==> src/rtl/simon_mmio_pkg.sv <==
// Shared MMIO register map for the peripheral bridge.
// Software headers and RTL take their word addresses from this one place.
package simon_mmio_pkg;

  localparam logic [31:0] MMIO_ADDR_BTN  = 32'd1000;
  localparam logic [31:0] MMIO_ADDR_EVT  = 32'd1001;
  localparam logic [31:0] MMIO_ADDR_RAND = 32'd2000;
  localparam logic [31:0] MMIO_ADDR_LED  = 32'd3000;

  localparam int unsigned RAND_W = 4;

  function automatic logic [31:0] zext4(input logic [3:0] v);
    return {28'd0, v};
  endfunction

endpackage

==> src/rtl/btn_debounce.sv <==
// One button: two-flop synchroniser followed by a stable-count debouncer.
// Ports: clock, reset (async low), btn_i raw, stable_o level, rise_o set pulse.
module btn_debounce #(
  parameter int unsigned DEBOUNCE_CYC = 50000
) (
  input  logic clock,
  input  logic reset,
  input  logic btn_i,
  output logic stable_o,
  output logic rise_o
);

  localparam int unsigned CNT_W = $clog2(DEBOUNCE_CYC);
  localparam logic [CNT_W-1:0] CNT_MAX = CNT_W'(DEBOUNCE_CYC - 1);

  logic             sync0_q, sync1_q;
  logic             stable_q, stable_d;
  logic [CNT_W-1:0] cnt_q, cnt_d;
  logic             accept;

  always_comb begin
    cnt_d    = '0;
    stable_d = stable_q;
    accept   = 1'b0;
    if (sync1_q != stable_q) begin
      if (cnt_q == CNT_MAX) begin
        accept   = 1'b1;
        stable_d = sync1_q;
      end else begin
        cnt_d = cnt_q + CNT_W'(1);
      end
    end
  end

  always_ff @(posedge clock or negedge reset) begin
    if (!reset) begin
      sync0_q  <= 1'b0;
      sync1_q  <= 1'b0;
      stable_q <= 1'b0;
      cnt_q    <= '0;
    end else begin
      sync0_q  <= btn_i;
      sync1_q  <= sync0_q;
      stable_q <= stable_d;
      cnt_q    <= cnt_d;
    end
  end

  // Rise is flagged on the same edge the stable flop takes the new 1.
  assign stable_o = stable_q;
  assign rise_o   = accept & sync1_q;

endmodule

==> src/rtl/mmio_periph_bridge.sv <==
// MMIO bridge: debounced buttons, W1C event flags, LED register, RNG readback.
// Ports: clock/reset, btn_in, rand_in, CPU mem_* bus, ram_rdata/ram_wren, led.
module mmio_periph_bridge
  import simon_mmio_pkg::*;
#(
  parameter int unsigned NUM_BTN      = 4,
  parameter int unsigned LED_W        = 15,
  parameter int unsigned DEBOUNCE_CYC = 50000,
  parameter logic [31:0] ADDR_BTN     = MMIO_ADDR_BTN,
  parameter logic [31:0] ADDR_EVT     = MMIO_ADDR_EVT,
  parameter logic [31:0] ADDR_RAND    = MMIO_ADDR_RAND,
  parameter logic [31:0] ADDR_LED     = MMIO_ADDR_LED
) (
  input  logic               clock,
  input  logic               reset,
  input  logic [NUM_BTN-1:0] btn_in,
  input  logic [3:0]         rand_in,
  input  logic [31:0]        mem_addr,
  input  logic               mem_wren,
  input  logic [31:0]        mem_wdata,
  input  logic [31:0]        ram_rdata,
  output logic               ram_wren,
  output logic [31:0]        cpu_rdata,
  output logic [LED_W-1:0]   led
);

  logic [NUM_BTN-1:0] stable, rise;
  logic [NUM_BTN-1:0] evt_q, evt_d, evt_clr;
  logic [LED_W-1:0]   led_q, led_d;
  logic hit_btn, hit_evt, hit_rand, hit_led, hit_any;

  for (genvar i = 0; i < NUM_BTN; i++) begin : g_btn
    btn_debounce #(
      .DEBOUNCE_CYC(DEBOUNCE_CYC)
    ) u_db (
      .clock   (clock),
      .reset   (reset),
      .btn_i   (btn_in[i]),
      .stable_o(stable[i]),
      .rise_o  (rise[i])
    );
  end

  assign hit_btn  = (mem_addr == ADDR_BTN);
  assign hit_evt  = (mem_addr == ADDR_EVT);
  assign hit_rand = (mem_addr == ADDR_RAND);
  assign hit_led  = (mem_addr == ADDR_LED);
  assign hit_any  = hit_btn | hit_evt | hit_rand | hit_led;

  assign ram_wren = mem_wren & ~hit_any;

  always_comb begin
    evt_clr = '0;
    led_d   = led_q;
    if (mem_wren && hit_evt) evt_clr = mem_wdata[NUM_BTN-1:0];
    if (mem_wren && hit_led) led_d = mem_wdata[LED_W-1:0];
    // Set after clear so a same-cycle rise survives.
    evt_d = (evt_q & ~evt_clr) | rise;
  end

  always_ff @(posedge clock or negedge reset) begin
    if (!reset) begin
      evt_q <= '0;
      led_q <= '0;
    end else begin
      evt_q <= evt_d;
      led_q <= led_d;
    end
  end

  always_comb begin
    cpu_rdata = ram_rdata;
    unique case (1'b1)
      hit_btn:  cpu_rdata = 32'(stable);
      hit_evt:  cpu_rdata = 32'(evt_q);
      hit_rand: cpu_rdata = zext4(rand_in);
      hit_led:  cpu_rdata = 32'(led_q);
      default:  cpu_rdata = ram_rdata;
    endcase
  end

  assign led = led_q;

  logic unused_wdata;
  assign unused_wdata = ^mem_wdata;

endmodule

==> config.mk <==
export PLATFORM = sky130hd
export DESIGN_NAME = mmio_periph_bridge
export DESIGN_NICKNAME = d
export VERILOG_FILES = /design/src/rtl/simon_mmio_pkg.sv /design/src/rtl/btn_debounce.sv /design/src/rtl/mmio_periph_bridge.sv
export SDC_FILE = /design/constraint.sdc
export NUM_CORES = 1
export LEC_CHECK = 0
export CORE_ASPECT_RATIO = 1.4
export CORE_MARGIN = 3
export CORE_UTILIZATION = 25
export DETAILED_ROUTE_END_ITERATION = 6
export SYNTH_ARGS = -nofsm -noshare
export SYNTH_HDL_FRONTEND = slang
export SYNTH_SLANG_ARGS = --single-unit
==> constraint.sdc <==
create_clock -name clock -period 2.2 [get_ports clock]
set_input_delay 0.44 -clock clock [delete_from_list [all_inputs] [get_ports clock]]
set_output_delay 0.44 -clock clock [all_outputs]
set_load 0.02 [all_outputs]
== Yosys cells after proc, flatten, opt, wreduce, memory -nomap -nowiden ==
Cells that the tools add are included.
Operators by class
  add/sub/neg operators: 4
  equality and inequality tests: 12
  multiplexer cells: 18
  bitwise gates (word level): 12
  reductions and logical operators: 6
Operator list (number)
  two-way mux 16 bit: 8
  case mux 32 bit (4 select lines): 1
  adder 16 x 1 -> 16 bit (second input constant): 4
  equality test 16 bit (second input constant): 4
  equality test 32 x 10 -> 1 bit (second input constant): 2
  equality test 32 x 11 -> 1 bit (second input constant): 1
  equality test 32 x 12 -> 1 bit (second input constant): 1
  two-way mux 1 bit: 8
  AND reduction 2 bit: 4
  bitwise AND 1 bit: 5
  bitwise AND 4 bit: 1
  two-way mux 4 bit: 1
  != test 1 bit: 4
  inverter 4 bit: 1
  OR 4 bit: 1
  OR 1 bit: 3
  logical AND 1 bit: 2
  inverter 1 bit: 1
Word-level totals
  flip-flop bits (word level): 95
  input bits: 107
  output and inout port bits: 48
  word-level logic and storage cells: 70

== Logic depth before layout (Yosys ltp) ==
  depth after elaboration: 6
  gate-level depth with buffers: 6
  mapped depth without buffers: 6

== By module ==
From an unflattened synthesis, not the netlist that was laid out.
Second synthesis, totals
  cell total of the unflattened synthesis: 479
  area total of the unflattened synthesis: 5034.8 um2
By module, submodules not included
  btn_debounce: times used 4, cells an instance 90, area each 943.4 um2, seq. area each 475.5 um2
  mmio_periph_bridge: times used 1, cells an instance 119, area each 1261.2 um2, seq. area each 475.5 um2

== Worst setup path before layout ==
OpenSTA, ideal clock, no wires.
  path kind: input-to-output
  from: in mem_addr[0]
  to: out cpu_rdata[10]
  arrival time: 1.795 ns
  required time: 1.760 ns
  setup slack: -0.035 ns
  stages: 6
  path buffers: 2
  cell sequence: clkbuf_1 -> nor2b_1 -> nand4_1 -> a311o_1 -> buf_2 -> a22o_1
On the way
  longest elaborated chain between the ends: 2
  elaborated cells between the ends (all ways): 5
  classes of those cells: 4 x eq/ne; 1 x mux
Ends and longest elaborated chain
  start: declaration: line mmio_periph_bridge.sv:18  | input logic [31:0] mem_addr,
  equality test 32 x 12 -> 1 bit (tied with other cells): line mmio_periph_bridge.sv:47  | assign hit_led = (mem_addr == ADDR_LED);
  case mux 32 bit (4 select lines) (*): line mmio_periph_bridge.sv:73  | unique case (1'b1)
  end: declaration: line mmio_periph_bridge.sv:23  | output logic [31:0] cpu_rdata,
Every way passes the cells marked *; elsewhere a longest branch is shown, timed or not.

== Final worst setup path ==
  from: in mem_addr[19]
  to: out cpu_rdata[11]
The elaborated chain is that of the path after synthesis.

==> results.py <==
metrics = {
    "floorplan": {
        "initial_utilization": 0.2548,
        "die_w_um": 122.4,
        "ioPinCount": 155,
        "die_area_mm2": 0.02068,
        "fp.dieH_um": 168.9,
        "coreArea_mm2": 0.01860,
        "rows": 59,
    },
    "yosys": {
        "synth_top_area_cell": "dfrtp_1",
        "synthTopCellsByArea": "dfrtp_1 50%, nor2_1 6.3%, xnor2_1 5.9%",
        "async_reset_ff_frac": 1.000,
        "yosysWarnings": 0,
        "synth-seq-area-share": 0.5015,
        "synthesis.nets": 564,
        "synth_top_area_share": 0.5015,
        "synthFlopType": "dfrtp_1",
        "synth-seq-cells": 95,
        "ys_types": 44,
        "syn_area_mm2": 0.004741,
        "avgSynthCellArea_um2": 10.47,
        "synth_edf_count": 0,
        "postSynthCellCount": 453,
    },
    "route": {
        "dr.first_iter.drc_count": 213,
        "routed_wl_um": 12680,
        "firstDrtPassIters": 4,
        "routedWlPerCell_um": 14.64,
        "drc": 0,
        "via_per_inst": 4.531,
        "ant_nets": 0,
        "num_vias": 3924,
    },
    "sta": {
        "period_minus_slack_ps": 2487,
        "holdWs_ps": -0.8729,
        "max_slew.worst_pin.slew_ps": 518.4,
        "relSlewSlack": 0.6517,
        "skew_ps": 6.343,
        "timing.final.crit_share": 1.130,
        "setup_viol": 36,
        "fin_ws_ps": -286.8,
        "rsz0062_at_grt": "yes",
        "drv_slew": 0,
        "hold_violations": 5,
        "clock.fmax_ghz": 0.4021,
        "setup_tns_ps": -7731,
    },
    "final_layout": {
        "diodes": 0,
        "final_nets": 729,
        "drive_gt1_frac": 0.2154,
        "syn2layout_area_growth_pct": 43.12,
    },
    "power_and_ir_drop": {
        "p_int_mw": 2.869,
        "clock_power_share": 0.418,
        "comb_power_share": 0.104,
        "switchingPower_mw": 0.8830,
        "switching_share": 0.2353,
        "power_density_mw_per_mm2": 553.0,
        "p_seq_frac": 0.478,
        "irDropWorstVdd_v": 0.0003489,
        "p_leak_nw": 3.024,
    },
    "outcome": {
        "violations": "hold timing, setup timing",
        "outcome": "finished with violations",
    },
    "min_path": {
        "hp-class": "in -> async",
    },
    "setup_path": {
        "required_ps": 1760,
        "arrival_ps": 2050,
        "crit_slowest_cell": "a311o_1",
        "worstSetupPathType": "in -> out",
        "startpoint_type": "input port",
        "end_kind": "output port",
        "crit_chain": "clkdlybuf4s15_2, nor4_4, nand4_2, a311o_1, buf_12, a22o_1, buf_2",
        "max_stage_delay_ps": 420,
        "crit_fanout": 29,
    },
    "grt": {
        "grt_pass1_wl_um": 20280,
        "grt_overflow": 0,
        "grt_pass1_vias": 4083,
        "grt_max_degree": 51,
        "grt_util_all_layers": 0.1223,
        "antenna_found_initial": 0,
    },
    "clocking": {
        "cts.sinks": 95,
        "root_buffer": "clkbuf_16",
        "ctsLongestPathBuffers": 2,
        "cts_hold_buf": 0,
        "cts.clk_slew.worst_paths_ps": 70,
        "htreeDepth": 3,
        "cts_tree": "yes",
        "clk_latency_ps": 340,
        "cts_buffers": 9,
    },
    "placement": {
        "dp_hpwl_um": 9413,
        "gp_congestion": 0.8091,
        "io_buffers": 137,
    },
    "flow_run": {
        "maxCapViolCount": 0,
    },
}
## worst paths after layout
check	from	endpoint	slack (ps)	cells after the start
worst max-delay path	mem_addr[19]	cpu_rdata[11]	-290	7
worst min-delay path	reset	g_btn[2].u_db.cnt_q[11]	-0.9	1
worst max register to register	g_btn[3].u_db.cnt_q[10]	g_btn[3].u_db.cnt_q[14]	310	6
worst min register to register	g_btn[2].u_db.sync0_q	g_btn[2].u_db.sync1_q	360	0
max in group asynchronous	reset	g_btn[3].u_db.cnt_q[13]	1590	2
min in group clock	g_btn[2].u_db.sync0_q	g_btn[2].u_db.sync1_q	360	0
## cells in the mapped netlist (all sizes together), types with 4 or more instances
library cell	n
nand4	14
nor3	13
and2	19
a22oi	4
nor3b	4
ha	4
inv	5
nand3	18
mux2	21
buf	4
nand2	35
nor4	6
clkbuf	7
dfrtp	95
xnor2	32
nor2	80
and4	4
xor2	28
a22o	11
mux2i	4
and3	20
a21o	4
## worst max-delay path, delay by kind of cell
kind                   cells  cell delay [ps]
and+or+nand+nor            2              420
AOI/OAI and AO/OA          2              650
buffers and inverters      3              530
## layout make-up
type,instances,area [um2]
multi-input cells,342,2367
flip-flops and latches,95,2377
inverters,5,18.77
clock inverters,6,68.82
clock buffers,9,225.2
well taps,244,305.3
fillers,1850,11820
repair buffers,165,1423
## power by group through the flow
stage               clock [mW]  sequential [mW]  combinational [mW]
global route              1.71             1.79               0.424
CTS                       1.62             1.79               0.387
detailed placement           0             1.83               0.419
floorplan                    0             1.82               0.126
global placement             0             1.82               0.412
finish                    1.57             1.79               0.390
## layer usage
metal	share of wire	global-route usage
met2	0.51	0.2154
met1	0.42	0.1449
met5	0	0
met3	0.059	0.02674
met4	0.015	0.04337
## placed cells by master (no fill, tap or decap), types with 5 or more instances in the layout
cell / n
buf_2: 35
mux2_2: 9
buf_6: 11
dlygate4sd2_1: 9
xor2_1: 28
nand3_1: 18
and3_1: 20
nand4_1: 13
mux2_4: 12
buf_4: 28
xnor2_1: 32
nand2_1: 33
and2_1: 19
clkbuf_16: 9
a22o_1: 11
clkdlybuf4s50_1: 71
nor2_1: 79
inv_1: 5
nor3_1: 12
dfrtp_1: 95
## cells by family after synthesis
family                   Yosys count  synth area share
AO/OA/AOI/OAI                     27           0.04698
buffers and inverters             16           0.01557
flip-flops                        95            0.5015
AND/OR/NAND/NOR                  226            0.2484
adder cells (fa/ha/maj)            4           0.01056
multiplexers                      25           0.06624
XOR/XNOR                          60            0.1108
## repair_timing
item                                    CTS  global route
pin swaps                                16             3
gates resized for setup                 222            23
buffers inserted                          7             1
endpoints found under the setup margin   48            37
hold endpoints to repair                  0             0
## state kept, by name, summed over array words and instances, names as in the netlist
register	count
g_btn.u_db.cnt_q	64
g_btn.u_db.sync1_q	4
g_btn.u_db.stable_o	4
evt_q	4
led	15
g_btn.u_db.sync0_q	4
## stage by stage
step                instance area [um2]  instances  utilization  total power, mW  worst slack [ps]
global placement                   6541        843       0.3516            2.236             -1124
finish                             6785        866       0.3647            3.752            -286.8
global route                       6785        866       0.3647            3.925            -349.0
floorplan                          4750        453            -            1.945             15.03
CTS                                6730        865       0.3618            3.800            -304.2
detailed placement                 6541        843       0.3516            2.244             -1127
Power figures use the tool's default switching activity.
